`src/rtl/a2d_pkg.sv`:
```
// Shared A2D definitions: sequencer state encoding, SPI command width and the
// channel numbers of the three analog inputs.
package a2d_pkg;

   localparam int A2D_CMD_W = 16;
   localparam int A2D_RES_W = 12;

   localparam logic [2:0] CH_LFT  = 3'd0;
   localparam logic [2:0] CH_RGHT = 3'd4;
   localparam logic [2:0] CH_BATT = 3'd5;

   typedef enum logic [2:0] {
      IDLE,
      CMD,
      WAIT_CMD,
      GAP,
      READ,
      WAIT_READ,
      STORE,
      DONE
   } a2d_state_t;

   // The A2D command word: channel select in [13:11], everything else zero.
   function automatic logic [A2D_CMD_W-1:0] a2d_cmd(input logic [2:0] ch);
      return {2'b00, ch, 11'h000};
   endfunction

endpackage

```
`src/rtl/spi_mstr16.sv`:
```
// 16-bit SPI master for the A2D: SCLK idles high, MOSI changes on SCLK falls,
// MISO is sampled the clk before each SCLK rise.
module spi_mstr16
   import a2d_pkg::*;
#(
   parameter int SCLK_DIV_W = 5
) (
   input  logic                 clk,
   input  logic                 rst_n,
   input  logic                 start,
   input  logic [A2D_CMD_W-1:0] cmd,
   input  logic                 MISO,
   output logic                 done,
   output logic [A2D_CMD_W-1:0] rd_data,
   output logic                 SS_n,
   output logic                 SCLK,
   output logic                 MOSI
);

   localparam logic [SCLK_DIV_W-1:0] CNT_LOAD = {1'b1, 1'b0, {(SCLK_DIV_W-2){1'b1}}};
   localparam logic [SCLK_DIV_W-1:0] CNT_SMPL = {1'b0, {(SCLK_DIV_W-1){1'b1}}};
   localparam logic [SCLK_DIV_W-1:0] CNT_FALL = {SCLK_DIV_W{1'b1}};
   localparam logic [SCLK_DIV_W-1:0] CNT_ONE  = {{(SCLK_DIV_W-1){1'b0}}, 1'b1};

   logic [SCLK_DIV_W-1:0] cnt;
   logic [4:0]            fall_cnt;
   logic [A2D_CMD_W-1:0]  shft;
   logic                  last;

   // The first fall is the front porch; after the 16th fall the counter runs
   // on with SCLK high until it would wrap again, which ends the frame.
   assign last    = !SS_n && (cnt == CNT_FALL) && (fall_cnt == 5'd16);
   assign SCLK    = SS_n | cnt[SCLK_DIV_W-1];
   assign rd_data = shft;

   // One register shifts commands out and results in, so no separate rx path.
   always_ff @(posedge clk or negedge rst_n) begin
      if (!rst_n) begin
         SS_n     <= 1'b1;
         MOSI     <= 1'b0;
         done     <= 1'b0;
         cnt      <= '0;
         fall_cnt <= '0;
         shft     <= '0;
      end else begin
         done <= 1'b0;
         if (SS_n) begin
            if (start) begin
               SS_n     <= 1'b0;
               cnt      <= CNT_LOAD;
               fall_cnt <= '0;
               shft     <= cmd;
            end
         end else if (last) begin
            SS_n <= 1'b1;
            done <= 1'b1;
            cnt  <= '0;
         end else begin
            cnt <= cnt + CNT_ONE;
            if (cnt == CNT_FALL) begin
               MOSI     <= shft[A2D_CMD_W-1];
               shft     <= {shft[A2D_CMD_W-2:0], 1'b0};
               fall_cnt <= fall_cnt + 5'd1;
            end else if (cnt == CNT_SMPL) begin
               shft[0] <= MISO;
            end
         end
      end
   end

endmodule

```
`src/rtl/a2d_round_robin_seq.sv`:
```
// Round-robin A2D scheduler: each nxt request converts the left load cell,
// right load cell and battery, two SPI frames per channel.
module a2d_round_robin_seq
   import a2d_pkg::*;
#(
   parameter int         SCLK_DIV_W = 5,
   parameter logic [2:0] CH_LFT     = a2d_pkg::CH_LFT,
   parameter logic [2:0] CH_RGHT    = a2d_pkg::CH_RGHT,
   parameter logic [2:0] CH_BATT    = a2d_pkg::CH_BATT
) (
   input  logic                 clk,
   input  logic                 rst_n,
   input  logic                 nxt,
   input  logic                 MISO,
   output logic                 SS_n,
   output logic                 SCLK,
   output logic                 MOSI,
   output logic [A2D_RES_W-1:0] lft_ld,
   output logic [A2D_RES_W-1:0] rght_ld,
   output logic [A2D_RES_W-1:0] batt,
   output logic                 rnd_done
);

   a2d_state_t           state, state_nxt;
   logic                 pending;
   logic [1:0]           ch_idx;
   logic [2:0]           cur_ch;
   logic                 spi_start;
   logic                 spi_done;
   logic [A2D_CMD_W-1:0] spi_rd;
   logic [A2D_RES_W-1:0] res;

   assign res      = spi_rd[A2D_RES_W-1:0];
   assign rnd_done = (state == DONE);

   always_comb begin
      cur_ch = CH_BATT;
      case (ch_idx)
         2'd0:    cur_ch = CH_LFT;
         2'd1:    cur_ch = CH_RGHT;
         default: cur_ch = CH_BATT;
      endcase
   end

   spi_mstr16 #(
      .SCLK_DIV_W(SCLK_DIV_W)
   ) u_spi (
      .clk    (clk),
      .rst_n  (rst_n),
      .start  (spi_start),
      .cmd    (a2d_cmd(cur_ch)),
      .MISO   (MISO),
      .done   (spi_done),
      .rd_data(spi_rd),
      .SS_n   (SS_n),
      .SCLK   (SCLK),
      .MOSI   (MOSI)
   );

   always_comb begin
      state_nxt = state;
      spi_start = 1'b0;
      case (state)
         IDLE:      if (nxt || pending) state_nxt = CMD;
         CMD: begin
            spi_start = 1'b1;
            state_nxt = WAIT_CMD;
         end
         WAIT_CMD:  if (spi_done) state_nxt = GAP;
         GAP:       state_nxt = READ;
         READ: begin
            spi_start = 1'b1;
            state_nxt = WAIT_READ;
         end
         WAIT_READ: if (spi_done) state_nxt = STORE;
         STORE:     state_nxt = (ch_idx < 2'd2) ? CMD : DONE;
         DONE:      state_nxt = IDLE;
         default:   state_nxt = IDLE;
      endcase
   end

   // Any request seen while a round is in flight (DONE included) is remembered
   // once and consumed by the following IDLE clk.
   always_ff @(posedge clk or negedge rst_n) begin
      if (!rst_n) begin
         state   <= IDLE;
         pending <= 1'b0;
         ch_idx  <= 2'd0;
         lft_ld  <= '0;
         rght_ld <= '0;
         batt    <= '0;
      end else begin
         state <= state_nxt;
         if (state == IDLE)
            pending <= 1'b0;
         else if (nxt)
            pending <= 1'b1;
         if (state == IDLE)
            ch_idx <= 2'd0;
         else if (state == STORE && ch_idx < 2'd2)
            ch_idx <= ch_idx + 2'd1;
         if (state == STORE) begin
            case (ch_idx)
               2'd0:    lft_ld  <= res;
               2'd1:    rght_ld <= res;
               default: batt    <= res;
            endcase
         end
      end
   end

endmodule

```
`config.mk`:
```
export PLATFORM = sky130hd
export DESIGN_NAME = a2d_round_robin_seq
export DESIGN_NICKNAME = d
export VERILOG_FILES = /design/src/rtl/a2d_pkg.sv /design/src/rtl/spi_mstr16.sv /design/src/rtl/a2d_round_robin_seq.sv
export SDC_FILE = /design/constraint.sdc
export NUM_CORES = 1
export LEC_CHECK = 0
export BUFFER_PORTS_ARGS = -buffer_cell sky130_fd_sc_hd__buf_2
export CAP_MARGIN = 20
export CORE_ASPECT_RATIO = 1.4
export CORE_MARGIN = 2
export CORE_UTILIZATION = 55
export DETAILED_ROUTE_END_ITERATION = 7
export GPL_ROUTABILITY_DRIVEN = 0
export PLACE_DENSITY = 0.77
export REMOVE_ABC_BUFFERS = 1
export SYNTH_ARGS = -nofsm -noshare
export SYNTH_HDL_FRONTEND = slang
export SYNTH_SLANG_ARGS = --single-unit
```
`constraint.sdc`:
```
create_clock -name clk -period 5.87 [get_ports clk]
set_input_delay 1.174 -clock clk [delete_from_list [all_inputs] [get_ports clk]]
set_output_delay 1.174 -clock clk [all_outputs]
set_load 0.005 [all_outputs]
```
-- Word level (Yosys, flattened, before mapping)
Cells that the tools add are included.
- word-level logic and storage cells: 85
- register bits: 71
- output and inout port bits: 40
- reductions and logical operators: 20
- order comparisons: 1
- add/subtract/negate cells: 3
- bitwise logic cells: 4
- muxes and demuxes: 28
- eq/ne operators: 16
- operator list (kind ; count):
    $mux 16 ; 3
    $mux 5 ; 7
    $pmux 3 s8 ; 1
    $mux 15 ; 1
    $eq 3x3->1 const B ; 4
    $mux 3 ; 4
    $reduce_and 3->1 ; 4
    $add 5x1->5 const B ; 2
    $eq 5x5->1 const B ; 2
    $mux 1 ; 9
    $eq 3x2->1 const B ; 2
    $ne 2x1->1 const B ; 3
    $pmux 3 s2 ; 1
    $reduce_and 2->1 ; 3
    $reduce_bool 2->1 ; 3
    $eq 5x4->1 const B ; 1
    $mux 2 ; 2
    $ne 2x2->1 const B ; 2
    $reduce_or 2->1 ; 2
    $eq 3x1->1 const B ; 1
    $logic_and 1x1->1 ; 3
    $logic_not 3->1 ; 1
    $not 1->1 ; 3
    $reduce_bool 3->1 ; 1
    7 further kinds ; 7

-- Logic depth before layout (Yosys ltp)
- depth in word-level cells: 5
- gate-level depth with buffers: 8
- depth with buffers taken out: 7

-- Hierarchy
From an unflattened synthesis, not the netlist that was laid out.
- cells, all modules: 250
- area total of the unflattened synthesis: 3437.0 um2
- modules (own cells, without submodules) (module ; instances ; area each (um2) ; cells each):
    a2d_round_robin_seq ; 1 ; 1851.8 ; 120
    spi_mstr16 ; 1 ; 1585.3 ; 130

-- Worst setup path before layout
OpenSTA, ideal clock, no wires.
- kind: register to output
- start point: register u_spi.SS_n
- end point: output port SCLK
- data arrival time: 0.957 ns
- data required time: 4.696 ns
- stages on the path, launching flop included: 4
- slack: 3.739 ns
- cell sequence: dfstp_2 -> buf_2 -> inv_1 -> nand2_1
- word-level cells in the longest chain between the ends: 1
- RTL lines (item ; line ; source):
    from (decl) ; spi_mstr16.sv:15 ; output logic SS_n,
    from (signal assigned) ; spi_mstr16.sv:39 ; SS_n <= 1'b1;
    from (signal assigned) ; spi_mstr16.sv:49 ; SS_n <= 1'b0;
    from (signal assigned) ; spi_mstr16.sv:55 ; SS_n <= 1'b1;
    $or 1x1->1 ; spi_mstr16.sv:33 ; assign SCLK = SS_n | cnt[SCLK_DIV_W-1];
    to (decl) ; a2d_round_robin_seq.sv:16 ; output logic SCLK,
Every way passes these cells.

-- Worst setup path after layout
Ends and elaborated chain as after synthesis.

==> impl_metrics.toml <==
[setup_path]
cpPeakStageDelay_ns = 0.93
critPathBufInv = 2
cpMaxStageDelayCell = "dfstp_2"
critPathKind = "flip-flop to primary output"
r2r-start = "u_spi.cnt[0]$_DFFE_PN0P_"
worst-r2r-cell-count = 6
required_ns = 4.70
cp_max_fo = 30
r2r_slack_ns = 3.76
start_kind = "flip-flop"
setup.worst_path.end_class = "primary output"
r2r-end = "u_spi.rd_data[13]$_DFFE_PN0P_"
cp.arrival_ns = 1.78
worst_path_dominant_cell_family = "flip-flops"
cp_cell_sequence = "inv_1 -> nand2_1 -> buf_2"
crit_cells = 3

[run_status]
outcome = "completed"

[yosys]
ys_seq_area_share_pct = 55.03
avgSynthCellArea_sq_um = 12.01
syn-cell-area_sq_um = 3231
ys_ff_latch = 71
synth_flop_cell = "dfrtp_1"
ys_types = 41
synth_edf_count = 0
synth_cells = 269
synth-async-reset-ratio_pct = 100.0
ys_warn_count = 0

[sta]
setup_viol = 0
clock_skew_ns = 0.006644
timing.final.crit_period_ns = 2.954
post-route-period-util_pct = 50.32
slew_viol_final = 0
layout_setup_ws_ns = 2.916
worstMarginPinSlew_ns = 0.8898
setup-tns-final_ns = 0
final-hold-violation-count = 0
fmaxAchievable_mhz = 338.6
rsz0062_at_grt = "no"
slew-limit-headroom_pct = 40.68

[floorplanning]
io_pins = 44
dieArea_sq_um = 6512
die_height_um = 94.68
num_rows = 33
die_x_um = 68.78
start_util_pct = 55.89
core_sq_um = 5781

[drt]
wl_per_cell_um = 15.61
vias = 2186
first_pass_iters = 4
via_per_inst = 5.678
drc_errors = 0
wl_um = 6008
drt_iter0_drc = 164
final_antenna_net_count = 0

[power_and_ir_drop]
power_uw = 941.1
leakage_uw = 0.001876
vdd.ir_drop.worst_uv = 165.3
p_per_area_nw_per_um2 = 253.7

[placed_design]
port_buffers = 43
post-place-ws_ns = 3.301
dp_hpwl_um = 3784

[hold_path]
hold_path_depth = 1
hp-start = "u_spi.rd_data[15]$_DFFE_PN0P_"
hp-class = "flip-flop to flip-flop"
hold_end = "u_spi.rd_data[15]$_DFFE_PN0P_"

[clock_tree]
cts_tree = "done"
root_buffer = "clkbuf_8"
post-cts-setup-buffers = 0
clk_pin_slew_ns = 0.08
cts_max_level = 3
cts_resized = 0
clockBufferDepth = 2
cts.sink_count = 71
cts_buffers = 9
cts_hold_buf = 0
clkLatencyLatePin_ns = 0.35

[global_route]
grt_max_degree = 72
grt_pass1_wl_um = 10050
grt-ovfl-total = 0
antenna_found_initial = 0
grt.total_usage_pct = 21.24
grt_pass1_vias = 2093

[cells_and_area]
n_antenna_cell = 0
drive_gt1_share_pct = 33.33
area_growth_pct = 14.83
fin_nets = 323

[job]
cap_viol_max_count = 0
routing by layer:
| layer | part of all wire, % | vias up | GRT usage (%) | wire [um] |
|---|---|---|---|---|
| met5 | 0 | - | 0 | 0 |
| met1 | 46 | 1090 | 27.29 | 2734 |
| met2 | 49 | 45 | 32.29 | 2943 |
| met4 | 1.5 | 0 | 10.13 | 92 |
| li1 | - | 1043 | - | - |
| met3 | 3.9 | 8 | 6.675 | 237 |
report_power, final:
| group | switching [uW] | internal [uW] |
|---|---|---|
| Sequential | 1.09 | 489 |
| Combinational | 9.87 | 1.79 |
| Clock | 194 | 245 |
layout make-up:
type	count	area, sq um
clock buffers	9	123.9
fillers	448	2071
repair buffers	45	250.2
multi-input cells	173	1329
inverters	10	37.54
flip-flops and latches	71	1778
well taps	70	87.58
clock inverters	7	103.9
stage by stage:
step / std cells / util (%) / cell area, sq um / hold WS, ns
after floorplan: 254 / - / 3144 / 0.4561
after CTS: 384 / 63.70 / 3682 / 0.4969
after global routing: 385 / 64.18 / 3710 / 0.5190
final: 385 / 64.18 / 3710 / 0.4925
after global placement: 368 / 59.76 / 3455 / 0.4673
after detailed placement: 368 / 59.76 / 3455 / 0.4762
how the worst max path moves through the flow:
| stage | start | end | slack [ns] |
|---|---|---|---|
| after floorplan | u_spi.SS_n$_DFF_PN1_ | SCLK | 3.61 |
| after global placement | u_spi.SS_n$_DFF_PN1_ | SCLK | 3.34 |
| after detailed placement | u_spi.SS_n$_DFF_PN1_ | SCLK | 3.30 |
| after CTS | u_spi.SS_n$_DFF_PN1_ | SCLK | 2.91 |
| after global routing | u_spi.SS_n$_DFF_PN1_ | SCLK | 2.81 |
| final | u_spi.SS_n$_DFF_PN1_ | SCLK | 2.92 |
cell usage after synthesis (all sizes together) (5+ instances only):
library cell | instances | area share, %
o22a | 5 | 1.4
inv | 10 | 1.2
o2bb2ai | 15 | 4.1
ha | 9 | 3.5
o21ai | 15 | 2.7
a31oi | 11 | 2.1
dfrtp | 70 | 54
buf | 8 | 1.9
clkbuf | 7 | 0.81
nor2b | 13 | 2.5
nand2 | 22 | 3.0
a21oi | 6 | 0.93
nor2 | 16 | 1.9
mux2 | 34 | 12
kinds of logic (layout without fill, tap and decap cells):
kind of cell               count (synthesis)  in the layout  share of synthesized area (%)
and+or+nand+nor                           63             63                          10.69
DFF                                       71             71                          55.04
xor gates and xnor gates                   4              4                          1.085
adders and majority gates                  9              9                          3.486
buffers and inverters                     25             71                          3.834
muxes                                     35             35                          12.16
AOI/OAI and AO/OA                         62             62                          13.71
worst register-to-register path, cell delays in order (launching register included):
cell and delay (ns):
dfrtp_1 0.41, ha_1 0.25, and3_1 0.23, ha_1 0.36
buf_16 0.23, o211ai_2 0.18, mux2_2 0.35
registers in the layout, summed over array words and instances, names as in the netlist:
name            cells
u_spi.cnt           5
rght_ld            12
batt               12
u_spi.SS_n          1
pending             1
u_spi.MOSI          1
lft_ld             12
u_spi.rd_data      16
ch_idx              2
u_spi.done          1
state               3
u_spi.fall_cnt      5
layout by cell type (no fill, tap or decap), drive strengths merged:
cell type	n
a21oi	6
a221oi	1
a31oi	11
a32o	1
a32oi	1
and2	1
and3	2
and3b	1
buf	45
bufinv	2
clkbuf	9
clkinv	2
dfrtp	70
dfstp	1
ha	9
inv	13
mux2	34
mux2i	1
nand2	22
nand3	2
nand4	2
nor2	16
nor2b	13
nor3	2
nor4b	2
o211ai	1
o21a	2
o21ai	15
o22a	5
o22ai	2
o2bb2ai	15
o31ai	2
xnor2	2
xor2	2
No activity file was read; power rests on OpenSTA's default activity.
